--- src/rtl/flip_select_controller.sv ---
// flip_select_controller: sequences one variable-flip selection for an
// unsatisfied clause. Reads the clause-broken/mask words for each of the
// three literals, stages them into the flip selector with the 01/10/11
// write-enable sequence, then reports the selected variable.
// Optional build macro FLIP_CTRL_LFSR_EN: the random word fed to the
// selector comes from an internal Galois LFSR instead of random_i.
module flip_select_controller #(
    parameter int MAX_CLAUSES_PER_VARIABLE = 20,
    parameter int NSAT                     = 3,
    parameter int VAR_BITS                 = 12,
    parameter int MEM_LATENCY              = 1
) (
    input  logic                                clk_i,
    input  logic                                rst_i,
    input  logic                                start_i,
    input  logic [NSAT*VAR_BITS-1:0]            lits_i,
    input  logic                                abort_i,
    input  logic [31:0]                         random_i,
    output logic                                busy_o,
    output logic                                done_o,
    output logic                                no_flip_o,
    output logic [VAR_BITS-1:0]                 flip_var_o,
    output logic [1:0]                          flip_idx_o,
    output logic [MAX_CLAUSES_PER_VARIABLE-1:0] clause_valid_bits_o,
    output logic                                rd_en_o,
    output logic [VAR_BITS-1:0]                 rd_addr_o,
    input  logic [2*MAX_CLAUSES_PER_VARIABLE-1:0] rd_data_i,
    output logic [1:0]                          sel_wr_en_o,
    output logic [MAX_CLAUSES_PER_VARIABLE-1:0] sel_clause_broken_o,
    output logic [MAX_CLAUSES_PER_VARIABLE-1:0] sel_mask_bits_o,
    output logic [NSAT-1:0]                     sel_valid_o,
    output logic [31:0]                         sel_random_o,
    input  logic [1:0]                          sel_selected_i,
    input  logic [MAX_CLAUSES_PER_VARIABLE-1:0] sel_clause_valid_bits_i
);

    localparam int MC = MAX_CLAUSES_PER_VARIABLE;
    localparam int CW = $clog2(MEM_LATENCY + 4);

    if (NSAT != 3) begin : g_nsat_check
        $error("flip_select_controller supports NSAT == 3 only");
    end
    if (MEM_LATENCY < 1 || MEM_LATENCY > 4) begin : g_lat_check
        $error("flip_select_controller supports MEM_LATENCY 1..4 only");
    end

    typedef enum logic [2:0] {
        S_IDLE,
        S_ISSUE,
        S_DRAIN,
        S_SELECT,
        S_DONE
    } state_t;

    state_t                     state_q, state_d;
    logic [NSAT*VAR_BITS-1:0]   lits_q;
    logic [NSAT-1:0]            valid_q;
    logic                       nf_q;
    logic                       abort_q, abort_d;
    logic [1:0]                 issue_cnt_q, issue_cnt_d;
    logic [1:0]                 rtn_idx_q;
    logic [CW-1:0]              inflight_q, inflight_d;
    logic [MEM_LATENCY-1:0]     rtn_pipe_q;
    logic [MC-1:0]              stage_cb_q, stage_mask_q;
    logic [1:0]                 wr_en_q;
    logic [1:0]                 res_idx_q;
    logic [VAR_BITS-1:0]        res_var_q;
    logic [MC-1:0]              res_cvb_q;

    logic                       busy, rd_en, rtn_vld, take, accept, in_done;
    logic [1:0]                 sel_idx_c, res_idx_c;
    logic [VAR_BITS-1:0]        res_var_c;
    logic [MC-1:0]              res_cvb_c;

    function automatic logic [VAR_BITS-1:0] lit_at(input logic [NSAT*VAR_BITS-1:0] l,
                                                   input logic [1:0] k);
        case (k)
            2'd1:    return l[VAR_BITS +: VAR_BITS];
            2'd2:    return l[2*VAR_BITS +: VAR_BITS];
            default: return l[0 +: VAR_BITS];
        endcase
    endfunction

    assign busy    = (state_q != S_IDLE);
    assign rd_en   = (state_q == S_ISSUE);
    assign in_done = (state_q == S_DONE);
    assign accept  = start_i && (state_q == S_IDLE);
    assign rtn_vld = rtn_pipe_q[MEM_LATENCY-1];
    // A return is only staged while the operation is live; abort discards it.
    assign take    = rtn_vld && !abort_q && !abort_i;

    // In-flight read counter: +1 per issued read, -1 per return, saturating.
    always_comb begin
        inflight_d = inflight_q;
        if (rd_en && !rtn_vld) begin
            if (inflight_q != '1) inflight_d = inflight_q + CW'(1);
        end else if (!rd_en && rtn_vld) begin
            if (inflight_q != '0) inflight_d = inflight_q - CW'(1);
        end
    end

    // Next-state logic for the selection sequence.
    always_comb begin
        state_d     = state_q;
        abort_d     = abort_q;
        issue_cnt_d = issue_cnt_q;
        unique case (state_q)
            S_IDLE: begin
                if (start_i) begin
                    state_d     = (lits_i == '0) ? S_DONE : S_ISSUE;
                    issue_cnt_d = '0;
                end
            end
            S_ISSUE: begin
                issue_cnt_d = issue_cnt_q + 2'd1;
                if (abort_i) begin
                    state_d = S_DRAIN;
                    abort_d = 1'b1;
                end else if (issue_cnt_q == 2'd2) begin
                    state_d = S_DRAIN;
                end
            end
            S_DRAIN: begin
                if (abort_q || abort_i) begin
                    abort_d = 1'b1;
                    if (inflight_d == '0) state_d = S_IDLE;
                end else if (take && rtn_idx_q == 2'd2) begin
                    state_d = S_SELECT;
                end
            end
            S_SELECT: begin
                if (abort_i) begin
                    abort_d = 1'b1;
                    state_d = (inflight_d == '0) ? S_IDLE : S_DRAIN;
                end else begin
                    state_d = S_DONE;
                end
            end
            S_DONE:  state_d = S_IDLE;
            default: state_d = S_IDLE;
        endcase
        if (state_d == S_IDLE) abort_d = 1'b0;
    end

    // Result selection; an invalid selector code falls back to literal 0.
    always_comb begin
        sel_idx_c = (sel_selected_i == 2'b11) ? 2'b00 : sel_selected_i;
        res_idx_c = nf_q ? 2'b00 : sel_idx_c;
        res_var_c = nf_q ? '0 : lit_at(lits_q, res_idx_c);
        res_cvb_c = nf_q ? '0 : sel_clause_valid_bits_i;
    end

    // State, staging, counters and held results.
    always_ff @(posedge clk_i) begin
        if (rst_i) begin
            state_q      <= S_IDLE;
            lits_q       <= '0;
            valid_q      <= '0;
            nf_q         <= 1'b0;
            abort_q      <= 1'b0;
            issue_cnt_q  <= '0;
            rtn_idx_q    <= '0;
            inflight_q   <= '0;
            rtn_pipe_q   <= '0;
            stage_cb_q   <= '0;
            stage_mask_q <= '0;
            wr_en_q      <= '0;
            res_idx_q    <= '0;
            res_var_q    <= '0;
            res_cvb_q    <= '0;
        end else begin
            state_q     <= state_d;
            abort_q     <= abort_d;
            issue_cnt_q <= issue_cnt_d;
            inflight_q  <= inflight_d;
            rtn_pipe_q[0] <= rd_en;
            for (int unsigned i = 1; i < MEM_LATENCY; i++) begin
                rtn_pipe_q[i] <= rtn_pipe_q[i-1];
            end
            if (accept) begin
                lits_q    <= lits_i;
                valid_q   <= {lits_i[2*VAR_BITS +: VAR_BITS] != '0,
                              lits_i[VAR_BITS +: VAR_BITS] != '0,
                              lits_i[0 +: VAR_BITS] != '0};
                nf_q      <= (lits_i == '0);
                rtn_idx_q <= '0;
            end else if (take) begin
                rtn_idx_q <= rtn_idx_q + 2'd1;
            end
            if (take) begin
                stage_cb_q   <= rd_data_i[MC-1:0];
                stage_mask_q <= rd_data_i[2*MC-1:MC];
            end
            // Write-enable code for return k is k+1, presented the cycle after capture.
            wr_en_q <= take ? (rtn_idx_q + 2'd1) : 2'b00;
            if (in_done) begin
                res_idx_q <= res_idx_c;
                res_var_q <= res_var_c;
                res_cvb_q <= res_cvb_c;
            end
        end
    end

`ifdef FLIP_CTRL_LFSR_EN
    logic [31:0] lfsr_q;
    logic        unused_random;
    assign unused_random = ^random_i;

    // Galois LFSR, advancing only while an operation is in progress.
    always_ff @(posedge clk_i) begin
        if (rst_i) begin
            lfsr_q <= 32'h1;
        end else if (busy) begin
            lfsr_q <= lfsr_q[0] ? ((lfsr_q >> 1) ^ 32'h80200003) : (lfsr_q >> 1);
        end
    end
    assign sel_random_o = lfsr_q;
`else
    logic [31:0] rand_q;

    // External random word, registered once on its way to the selector.
    always_ff @(posedge clk_i) begin
        if (rst_i) rand_q <= '0;
        else       rand_q <= random_i;
    end
    assign sel_random_o = rand_q;
`endif

    assign busy_o              = busy;
    assign done_o              = in_done;
    assign no_flip_o           = in_done && nf_q;
    assign flip_idx_o          = in_done ? res_idx_c : res_idx_q;
    assign flip_var_o          = in_done ? res_var_c : res_var_q;
    assign clause_valid_bits_o = in_done ? res_cvb_c : res_cvb_q;
    assign rd_en_o             = rd_en;
    assign rd_addr_o           = rd_en ? lit_at(lits_q, issue_cnt_q) : '0;
    assign sel_wr_en_o         = wr_en_q;
    assign sel_clause_broken_o = stage_cb_q;
    assign sel_mask_bits_o     = stage_mask_q;
    assign sel_valid_o         = busy ? valid_q : '0;

endmodule

--- config.mk ---
export PLATFORM = sky130hd
export DESIGN_NAME = flip_select_controller
export DESIGN_NICKNAME = d
export VERILOG_FILES = /design/src/rtl/flip_select_controller.sv
export SDC_FILE = /design/constraint.sdc
export NUM_CORES = 1
export LEC_CHECK = 0
export ABC_CLOCK_PERIOD_IN_PS = 2700
export BUFFER_PORTS_ARGS = -buffer_cell sky130_fd_sc_hd__buf_2
export CAP_MARGIN = 10
export CORE_AREA = 2 2 125 127
export DETAILED_ROUTE_END_ITERATION = 10
export DIE_AREA = 0 0 127 129
export HOLD_SLACK_MARGIN = 0.12
export PLACE_DENSITY_LB_ADDON = 0.3
export SLEW_MARGIN = 20
export SYNTH_ARGS = -nofsm -noshare
export SYNTH_HDL_FRONTEND = slang
export SYNTH_SLANG_ARGS = --single-unit
--- constraint.sdc ---
create_clock -name clk_i -period 2.7 [get_ports clk_i]
set_clock_uncertainty 0.1 [all_clocks]
set_input_delay 0.27 -clock clk_i [delete_from_list [all_inputs] [get_ports clk_i]]
set_output_delay 0.27 -clock clk_i [all_outputs]
set_load 0.01 [all_outputs]
==> flow_summary_export.csv, run 1 <==
group,metric,value,unit
critical_path,start_kind,"register",
clocking,insertion_delay,420,ps
cells_and_area,regArea,0.00320,mm²
power_and_ir_drop,p_int,4.19,mW
synth,syn-cell-area,0.00637,mm²
critical_path,critical_path.endpoint_type,"primary output",
synth,yosysUniqueCellTypes,39,
sta,max_freq,0.404,GHz
clocking,clk_pin_slew_worst_paths,70,ps
drt,routedWlPerCell,15.4,µm
die,start_util,0.425,
drt,finalWirelength,21100,µm
die,boundaryPins,261,
power_and_ir_drop,p_comb_frac,0.124,
sta,fin_crit_sh,0.916,
global_route,antenna_found_initial,1,
clocking,clockBufferDepth,2,
sta,max-slew-margin-rel,0.538,
placed_design,place_area,0.00778,mm²
critical_path,cp.required,2330,ps
critical_path,cp.arrival,2100,ps
clocking,root_buffer,"clkbuf_16",
sta,fin_crit,2470,ps
global_route,grt_pass1_wl,33100,µm
sta,rsz0062_at_grt,"false",
critical_path,ff2ff_path_depth,6,
placed_design,place_hpwl,13000,µm
drt,firstDrtPassIters,5,
synth,syn_nets,943,
drt,drtAntennaViolNets,0,
global_route,grt-ovfl-total,0,
clocking,clkSinkCount,160,
die,die_h,129,µm
sta,max_slew.worst_pin.slew,693,ps
placed_design,port_buffers,260,
hold_path,min_path_type,"input pin to register",
cells_and_area,multi_input_area,0.00293,mm²
drt,vias,6783,
run_status,outcome,"finished clean",
power_and_ir_drop,p_switching,1.47,mW
hold_path,hold_depth,3,
power_and_ir_drop,switching_share,0.260,
clocking,cts_tree,"yes",
power_and_ir_drop,pwr-share-seq,0.445,
drt,drc,0,
global_route,grt_max_degree,58,
synth,synth-seq-cells,160,
synth,yosysWarnings,0,
power_and_ir_drop,leakage,4.34,nW
synth,synth_seq_area_share,0.503,
synth,synth_area_per_cell,7.96,µm²
cells_and_area,final_area,0.00971,mm²
power_and_ir_drop,pwr-share-clk,0.431,
drt,drt_iter0_drc,445,
cells_and_area,fill_cells,1228,
critical_path,crit_fanout,24,
die,die_area,0.0164,mm²
sta,final_max_slew_viol_count,0,
global_route,grt_use_total,0.253,
sta,timing_hold_violations_final,0,
sta,final.setup.worst_slack,228,ps
global_route,grt_pass1_vias,6649,
die,std_cell_rows,45,
cells_and_area,final_nets,1306,
sta,setup_viol,0,
clocking,cts-buffers-inserted,17,
die,die_w,127,µm
placed_design,pre_cts_ws,301,ps
drt,vias_per_cell,4.97,
run,drv_cap,0,
die,core-area,0.0150,mm²
placed_design,gp_congestion,0.934,
cells_and_area,drive_above_1_share,0.270,
sta,setup_tns,0,ps
critical_path,critPathKind,"register to primary output",
synth,synth_cells,800,
power_and_ir_drop,irDropWorstVdd,0.478,mV
power_and_ir_drop,p_per_area,584,mW/mm²
cells_and_area,area_delta_synth_final,52.4,%
clocking,h-tree-depth,4,
[cell usage in the layout, fill, tap and decap left out, drive strengths merged, types with 4 or more instances in the layout]
| master | count |
|---|---|
| nor2 | 52 |
| a22oi | 26 |
| buf | 274 |
| clkinv | 4 |
| nor2b | 37 |
| a21oi | 111 |
| clkbuf | 17 |
| nor4 | 9 |
| ha | 9 |
| nor3 | 5 |
| o21ai | 39 |
| and2 | 36 |
| nand2 | 196 |
| inv | 20 |
| dfxtp | 160 |
| and3 | 4 |
| dlygate4sd3 | 127 |
| nand2b | 21 |
[metrics by stage]
step / hold WS, ps / util / std cells / total power [mW]
global route: 196 / 0.648 / 1365 / 5.90
CTS: 141 / 0.645 / 1362 / 5.68
detailed placement: 343 / 0.520 / 1203 / 3.10
global placement: 339 / 0.520 / 1203 / 3.09
floorplan: 298 / - / 800 / 2.85
finish: 159 / 0.648 / 1365 / 5.67
[registers in the layout, indices dropped and copies added, names as in the netlist]
register             flops
abort_q                  1
inflight_q               3
issue_cnt_q              2
lits_q                  36
nf_q                     1
res_cvb_q               20
res_idx_q                2
res_var_q               12
rtn_idx_q                2
rtn_pipe_q               1
sel_clause_broken_o     20
sel_mask_bits_o         20
sel_random_o            32
sel_wr_en_o              2
state_q                  3
valid_q                  3
[path summary, 6_finish.rpt]
check,slack (ps),to,start
max,230,flip_var_o[0],nf_q$_SDFFE_PP0P_
max reg2reg,630,state_q[1]$_SDFF_PP0_,state_q[2]$_SDFF_PP0_
min reg2reg,350,sel_clause_broken_o[19]$_SDFFE_PP0P_,sel_clause_broken_o[19]$_SDFFE_PP0P_
min,160,state_q[2]$_SDFF_PP0_,abort_i
[worst max-delay path, cell delays in order (launching register included)]
cell and delay [ps]:
dfxtp_1 320, buf_6 160, nor2_1 130, nand2_2 100, inv_1 120, ha_4 230
a22oi_1 90, nor2_1 100, a21oi_1 60, o21ai_0 210, buf_2 170
[per-layer routing]
layer  share of wire  vias up  global-route usage
li1                -     3369                   -
met1            0.42     3037               0.315
met2            0.46      320               0.403
met3           0.086       57              0.0694
met4           0.041        0               0.131
met5               0        -                   0
[layout make-up]
class,instances,area share
diodes,1,0.000258
clock buffers,17,0.0438
clock inverters,15,0.0179
inverters,13,0.00503
multi-input cells,570,0.302
flip-flops and latches,160,0.330
well taps,188,0.0242
repair buffers,401,0.276
[kinds of logic (layout without fill, tap and decap cells)]
| group | count (synthesis) | after routing | share of synthesized area |
|---|---|---|---|
| AOI/OAI and AO/OA | 187 | 187 | 0.164 |
| xor gates and xnor gates | 2 | 2 | 0.00275 |
| adders and majority gates | 9 | 9 | 0.0177 |
| buffers and inverters | 70 | 446 | 0.0426 |
| DFF | 160 | 160 | 0.503 |
| other | 0 | 1 | 0 |
| and+or+nand+nor | 372 | 372 | 0.270 |
[power groups by stage]
stage               Combinational, mW  Sequential, mW  Clock (mW)
floorplan                       0.289            2.56           0
finish                          0.704            2.52        2.44
CTS                             0.676            2.51        2.49
detailed placement              0.531            2.57           0
global placement                0.526            2.57           0
global route                    0.771            2.53        2.61
[synthesized netlist by cell type]
cell type  count  area [µm²]
a21oi_1      111         556
o21ai_1       10        50.1
xnor2_1        2        17.5
o221ai_1       1        8.76
nor4_1         9        56.3
nor3b_1        1        7.51
and2_1        36         225
clkbuf_1      55         206
nor2_1        52         195
and3_1         4        25.0
nand3_1        3        15.0
nand3b_1       1        7.51
nor4bb_1       1        10.0
or2_1          1        6.26
dfxtp_1      160        3200
nor2b_1       37         231
nor3b_2        1        12.5
a211oi_1       3        22.5
o21ai_0       29         145
inv_1         12        45.0
a211o_1        1        8.76
or3b_2         1        8.76
a22oi_2        1        12.5
nand2b_1      21         131
o21a_1         1        7.51
buf_6          1        11.3
a22oi_1       25         188
a2bb2oi_1      1        8.76
inv_2          1        3.75
ha_1           9         113
nor3_1         5        25.0
nand2_1      196         736
a2111oi_2      1        15.0
buf_2          1        5.00
a31oi_1        1        6.26
nor4b_1        1        8.76
a2111oi_0      2        17.5
or3_1          1        6.26
or3b_1         1        8.76
[what timing repair did]
item / CTS / global route
hold endpoints to repair: 108 / 0
hold buffers: 127 / 0
gates cloned: 0 / 0
endpoints found under the setup margin: 12 / 13
pin swaps: 0 / 1
gates resized for setup: 1 / 9
setup buffers: 0 / 2
Power figures use the tool's default switching activity.
==> run 2, diff against run 1 <==
- CORE_AREA: 2 2 125 127 -> 2 2 119 121
- CTS_CLUSTER_SIZE: unset -> 20
- DIE_AREA: 0 0 127 129 -> 0 0 121 123
==> flow_summary_export.csv, run 2 (synthesis results as in run 1) <==
group,metric,value,unit
sta,fin_crit_sh,0.947,
clocking,cts-buffers-inserted,17,
placed_design,pre_cts_ws,311,ps
sta,max_freq,0.391,GHz
sta,final_max_slew_viol_count,0,
clocking,post_cts_buffers,0,
cells_and_area,largest_register_ffs,36,
cells_and_area,mostFrequentLayoutCells,"buf_2, nand2_1, dfxtp_1",
sta,max-slew-margin-rel,0.530,
die,boundaryPins,261,
die,start_util,0.468,
critical_path,crit_fanout,12,
sta,timing_hold_violations_final,0,
placed_design,place_hpwl,12500,µm
sta,fin_crit,2560,ps
power_and_ir_drop,leakage,4.22,nW
critical_path,critPathKind,"register to primary output",
cells_and_area,final_nets,1283,
clocking,clk_pin_slew_worst_paths,60,ps
critical_path,cp.arrival,2190,ps
drt,firstDrtPassIters,5,
sta,final.setup.worst_slack,143,ps
global_route,grt_max_degree,122,
placed_design,place_area,0.00778,mm²
drt,vias,6782,
cells_and_area,mostFrequentLayoutCell,"buf_2",
sta,rsz0062_at_grt,"false",
die,core-area,0.0136,mm²
cells_and_area,regArea,0.00320,mm²
placed_design,port_buffers,260,
cells_and_area,area_delta_synth_final,48.8,%
clocking,clockBufferDepth,2,
power_and_ir_drop,power,5.64,mW
cells_and_area,multi_input_area,0.00292,mm²
run,drv_cap,0,
die,die_area,0.0149,mm²
critical_path,critPathMaxStageDelay,500,ps
global_route,grt_pass1_vias,6479,
power_and_ir_drop,p_per_area,595,mW/mm²
drt,drt_iter0_drc,594,
drt,vias_per_cell,5.09,
sta,max_slew.worst_pin.slew,704,ps
critical_path,cp.required,2330,ps
drt,drtAntennaViolNets,0,
critical_path,critical_path.endpoint_type,"primary output",
drt,routedWlPerCell,16.0,µm
power_and_ir_drop,irDropWorstVdd,0.539,mV
global_route,grt_pass1_wl,32600,µm
critical_path,start_kind,"register",
sta,setup_tns,0,ps
critical_path,slowest_stage,"or3b_2",
die,std_cell_rows,43,
critical_path,path_cells,"or3b_2 > inv_1 > ha_4 > a22oi_1 > nor2_1 > a21oi_1 > o21ai_0 > buf_2",
clocking,h-tree-depth,4,
cells_and_area,final_core_util,0.696,
run_status,outcome,"finished clean",
clocking,root_buffer,"clkbuf_16",
clocking,insertion_delay,420,ps
drt,finalWirelength,21300,µm
clocking,cts_tree,"yes",
global_route,antenna_found_initial,0,
die,die_h,123,µm
cells_and_area,drive_above_1_share,0.269,
global_route,grt-ovfl-total,0,
cells_and_area,fill_cells,1032,
clocking,clkSinkCount,160,
placed_design,gp_congestion,0.892,
drt,drc,0,
cells_and_area,top_register,"lits_q",
cells_and_area,antenna-diode-count,0,
cells_and_area,final_area,0.00948,mm²
global_route,grt_use_total,0.280,
hold_path,min_path_type,"input pin to register",
sta,setup_viol,0,
die,die_w,121,µm
==> run 2: timing repair <==
action                     in CTS  in global routing
setup endpoints to repair      12                 12
hold endpoints to repair      108                  0
resized for setup               1                  3
hold buffers                  108                  0
==> run 2: layout make-up <==
class	count	area share
sequential	160	0.338
multi-input combinational	570	0.308
timing repair buffer	378	0.262
clock buffer	18	0.0453
tap	180	0.0238
clock inverter	14	0.0176
inverter	13	0.00515
==> run 2: routing by layer <==
| metal | global-route usage | vias to the layer above | routed length, µm |
|---|---|---|---|
| met1 | 0.328 | 3068 | 8460 |
| li1 | - | 3318 | - |
| met4 | 0.121 | 0 | 751 |
| met2 | 0.469 | 344 | 10200 |
| met3 | 0.0927 | 52 | 1880 |
| met5 | 0 | - | 0 |
==> run 2: worst max-delay path, delay by kind of cell, from the launching register on <==
kind / cells / cell delay [ps]
AND/OR/NAND/NOR: 2 / 600
AO/OA/AOI/OAI: 3 / 360
flip-flops: 1 / 330
buffers and inverters: 2 / 290
adder cells (fa/ha/maj): 1 / 200
==> run 2: power breakdown <==
part           leakage [nW]  total, mW  internal, mW  switching [mW]
combinational          2.62      0.683         0.331           0.352
sequential             1.31       2.52          2.45          0.0706
clock                 0.295       2.44          1.40            1.04
==> run 2: final timing paths <==
check                                 startpoint                                  end  slack (ps)  depth (start not counted)
max reg2reg                state_q[2]$_SDFF_PP0_                state_q[1]$_SDFF_PP0_         550                          6
min reg2reg  sel_clause_broken_o[6]$_SDFFE_PP0P_  sel_clause_broken_o[6]$_SDFFE_PP0P_         350                          2
min                   sel_clause_valid_bits_i[9]              res_cvb_q[9]$_SDFF_PP0_         160                          4
max                            nf_q$_SDFFE_PP0P_                       flip_var_o[11]         140                          8
==> run 2: through the flow <==
stage,hold WS (ps),cells
floorplan,298,800
global placement,339,1193
detailed placement,343,1193
CTS,146,1333
global route,179,1333
finish,164,1333
==> run 3, diff against run 2 <==
- RECOVER_POWER: unset -> 100
==> flow_summary_export.csv, run 3 (synthesis results as in run 1) <==
group,metric,value,unit
run_status,outcome,"finished clean",
global_route,grt_pass1_wl,32600,µm
global_route,grt_max_degree,122,
placed_design,port_buffers,260,
cells_and_area,final_area,0.00929,mm²
global_route,grt-ovfl-total,0,
sta,setup_tns,0,ps
critical_path,rrSetupSlack,300,ps
critical_path,r2r-start,"state_q[2]$_SDFF_PP0_",
cells_and_area,largest_register_ffs,36,
global_route,antenna_found_initial,0,
critical_path,r2r_end,"state_q[1]$_SDFF_PP0_",
die,start_util,0.468,
placed_design,place_area,0.00778,mm²
power_and_ir_drop,pwr-share-clk,0.434,
power_and_ir_drop,pwr-share-seq,0.449,
power_and_ir_drop,leakage,3.69,nW
power_and_ir_drop,p_per_area,605,mW/mm²
drt,drtAntennaViolNets,0,
sta,max_slew.worst_pin.slew,881,ps
die,std_cell_rows,43,
cells_and_area,final_nets,1283,
clocking,h-tree-depth,4,
cells_and_area,top_register,"lits_q",
cells_and_area,final_core_util,0.682,
cells_and_area,drive_above_1_share,0.161,
clocking,clk_pin_slew_worst_paths,60,ps
power_and_ir_drop,switching_share,0.260,
clocking,insertion_delay,420,ps
sta,max_freq,0.390,GHz
drt,finalWirelength,21300,µm
critical_path,crit_fanout,12,
power_and_ir_drop,irDropWorstVdd,0.529,mV
die,die_area,0.0149,mm²
sta,final_max_slew_viol_count,0,
sta,max-slew-margin-rel,0.413,
power_and_ir_drop,p_int,4.16,mW
sta,fin_crit,2560,ps
hold_path,whs_endpoint,"state_q[2]$_SDFF_PP0_",
drt,vias,6747,
critical_path,critical_path.endpoint_type,"primary output",
cells_and_area,mostFrequentLayoutCell,"nand2_1",
critical_path,start_kind,"register",
hold_path,hold_depth,3,
power_and_ir_drop,p_switching,1.46,mW
clocking,cts-buffers-inserted,17,
drt,drt_iter0_drc,584,
placed_design,place_hpwl,12500,µm
sta,setup_viol,0,
die,boundaryPins,261,
critical_path,cp.arrival,2190,ps
cells_and_area,mostFrequentLayoutCells,"nand2_1, dfxtp_1, buf_2",
drt,routedWlPerCell,16.0,µm
clocking,post_cts_buffers,0,
global_route,grt_pass1_vias,6479,
clocking,cts_tree,"yes",
die,die_h,123,µm
cells_and_area,area_delta_synth_final,45.8,%
hold_path,hp-start,"abort_i",
power_and_ir_drop,power,5.62,mW
power_and_ir_drop,p_comb_frac,0.117,
critical_path,cp.required,2330,ps
critical_path,ff2ff_path_depth,6,
die,core-area,0.0136,mm²
sta,timing_hold_violations_final,0,
clocking,root_buffer,"clkbuf_16",
hold_path,min_path_type,"input pin to register",
clocking,clockBufferDepth,2,
die,die_w,121,µm
global_route,grt_use_total,0.280,
drt,vias_per_cell,5.06,
drt,drc,0,
sta,rsz0062_at_grt,"false",
placed_design,gp_congestion,0.892,
drt,firstDrtPassIters,5,
run,drv_cap,0,
cells_and_area,antenna-diode-count,0,
sta,fin_crit_sh,0.949,
critical_path,critPathKind,"register to primary output",
clocking,clkSinkCount,160,
==> run 3: cell count changes in the layout (fill, tap and decap cells not counted), moves of 4 or more <==
cell,delta
buf_2,-123
clkbuf_1,+121
and2_0,+24
and2_1,-24
clkbuf_2,+7
buf_4,-4
==> run 3: power by group through the flow <==
stage          clock, mW  combinational (mW)  sequential, mW
5_1_grt             2.57               0.721            2.53
2_1_floorplan          0               0.289            2.56
3_3_place_gp           0               0.523            2.56
3_5_place_dp           0               0.528            2.56
4_1_cts             2.48               0.652            2.51
6_report            2.44               0.659            2.52
==> run 3: layout make-up <==
type	instances	area, µm²
timing repair buffer	378	2310
inverter	13	48.8
clock buffer	18	429
fill	1107	4330
tap	180	225
sequential	160	3200
multi-input combinational	570	2910
clock inverter	14	166
==> run 3: worst max path at each step <==
stage | end | start | slack [ps] | cells after the start
2_1_floorplan | flip_var_o[0] | nf_q$_SDFFE_PP0P_ | 450 | 8
3_3_place_gp | flip_var_o[11] | sel_selected_i[0] | 380 | 8
3_5_place_dp | flip_var_o[11] | sel_selected_i[0] | 310 | 8
4_1_cts | flip_var_o[11] | nf_q$_SDFFE_PP0P_ | 3 | 7
5_1_grt | flip_var_o[1] | nf_q$_SDFFE_PP0P_ | 10 | 8
6_report | flip_var_o[11] | nf_q$_SDFFE_PP0P_ | 140 | 8
==> run 3: through the flow <==
step	setup WS (ps)	std cells	hold WS (ps)
6_report	138	1333	146
5_1_grt	10.7	1333	175
4_1_cts	2.98	1333	146
3_5_place_dp	311	1193	343
3_3_place_gp	380	1193	339
2_1_floorplan	447	800	298
==> run 3: what timing repair did <==
item / CTS / global route
resized for setup: 1 / 3
hold buffers: 108 / 0
endpoints found under the setup margin: 12 / 12
endpoints found under the hold margin: 108 / 0
pin swaps: 0 / 0
==> run 3: layer usage <==
metal,up-vias,track usage,routed length [µm]
met1,3032,0.328,8500
li1,3316,-,-
met3,53,0.0927,1920
met4,0,0.121,775
met2,346,0.469,10100
met5,-,0,0
==> run 3: critical path, stage by stage (launching register included) <==
cell,delay (ps)
dfxtp_1,330
or3b_2,500
inv_1,110
ha_4,200
a22oi_1,100
nor2_1,100
a21oi_1,50
o21ai_0,220
buf_2,180
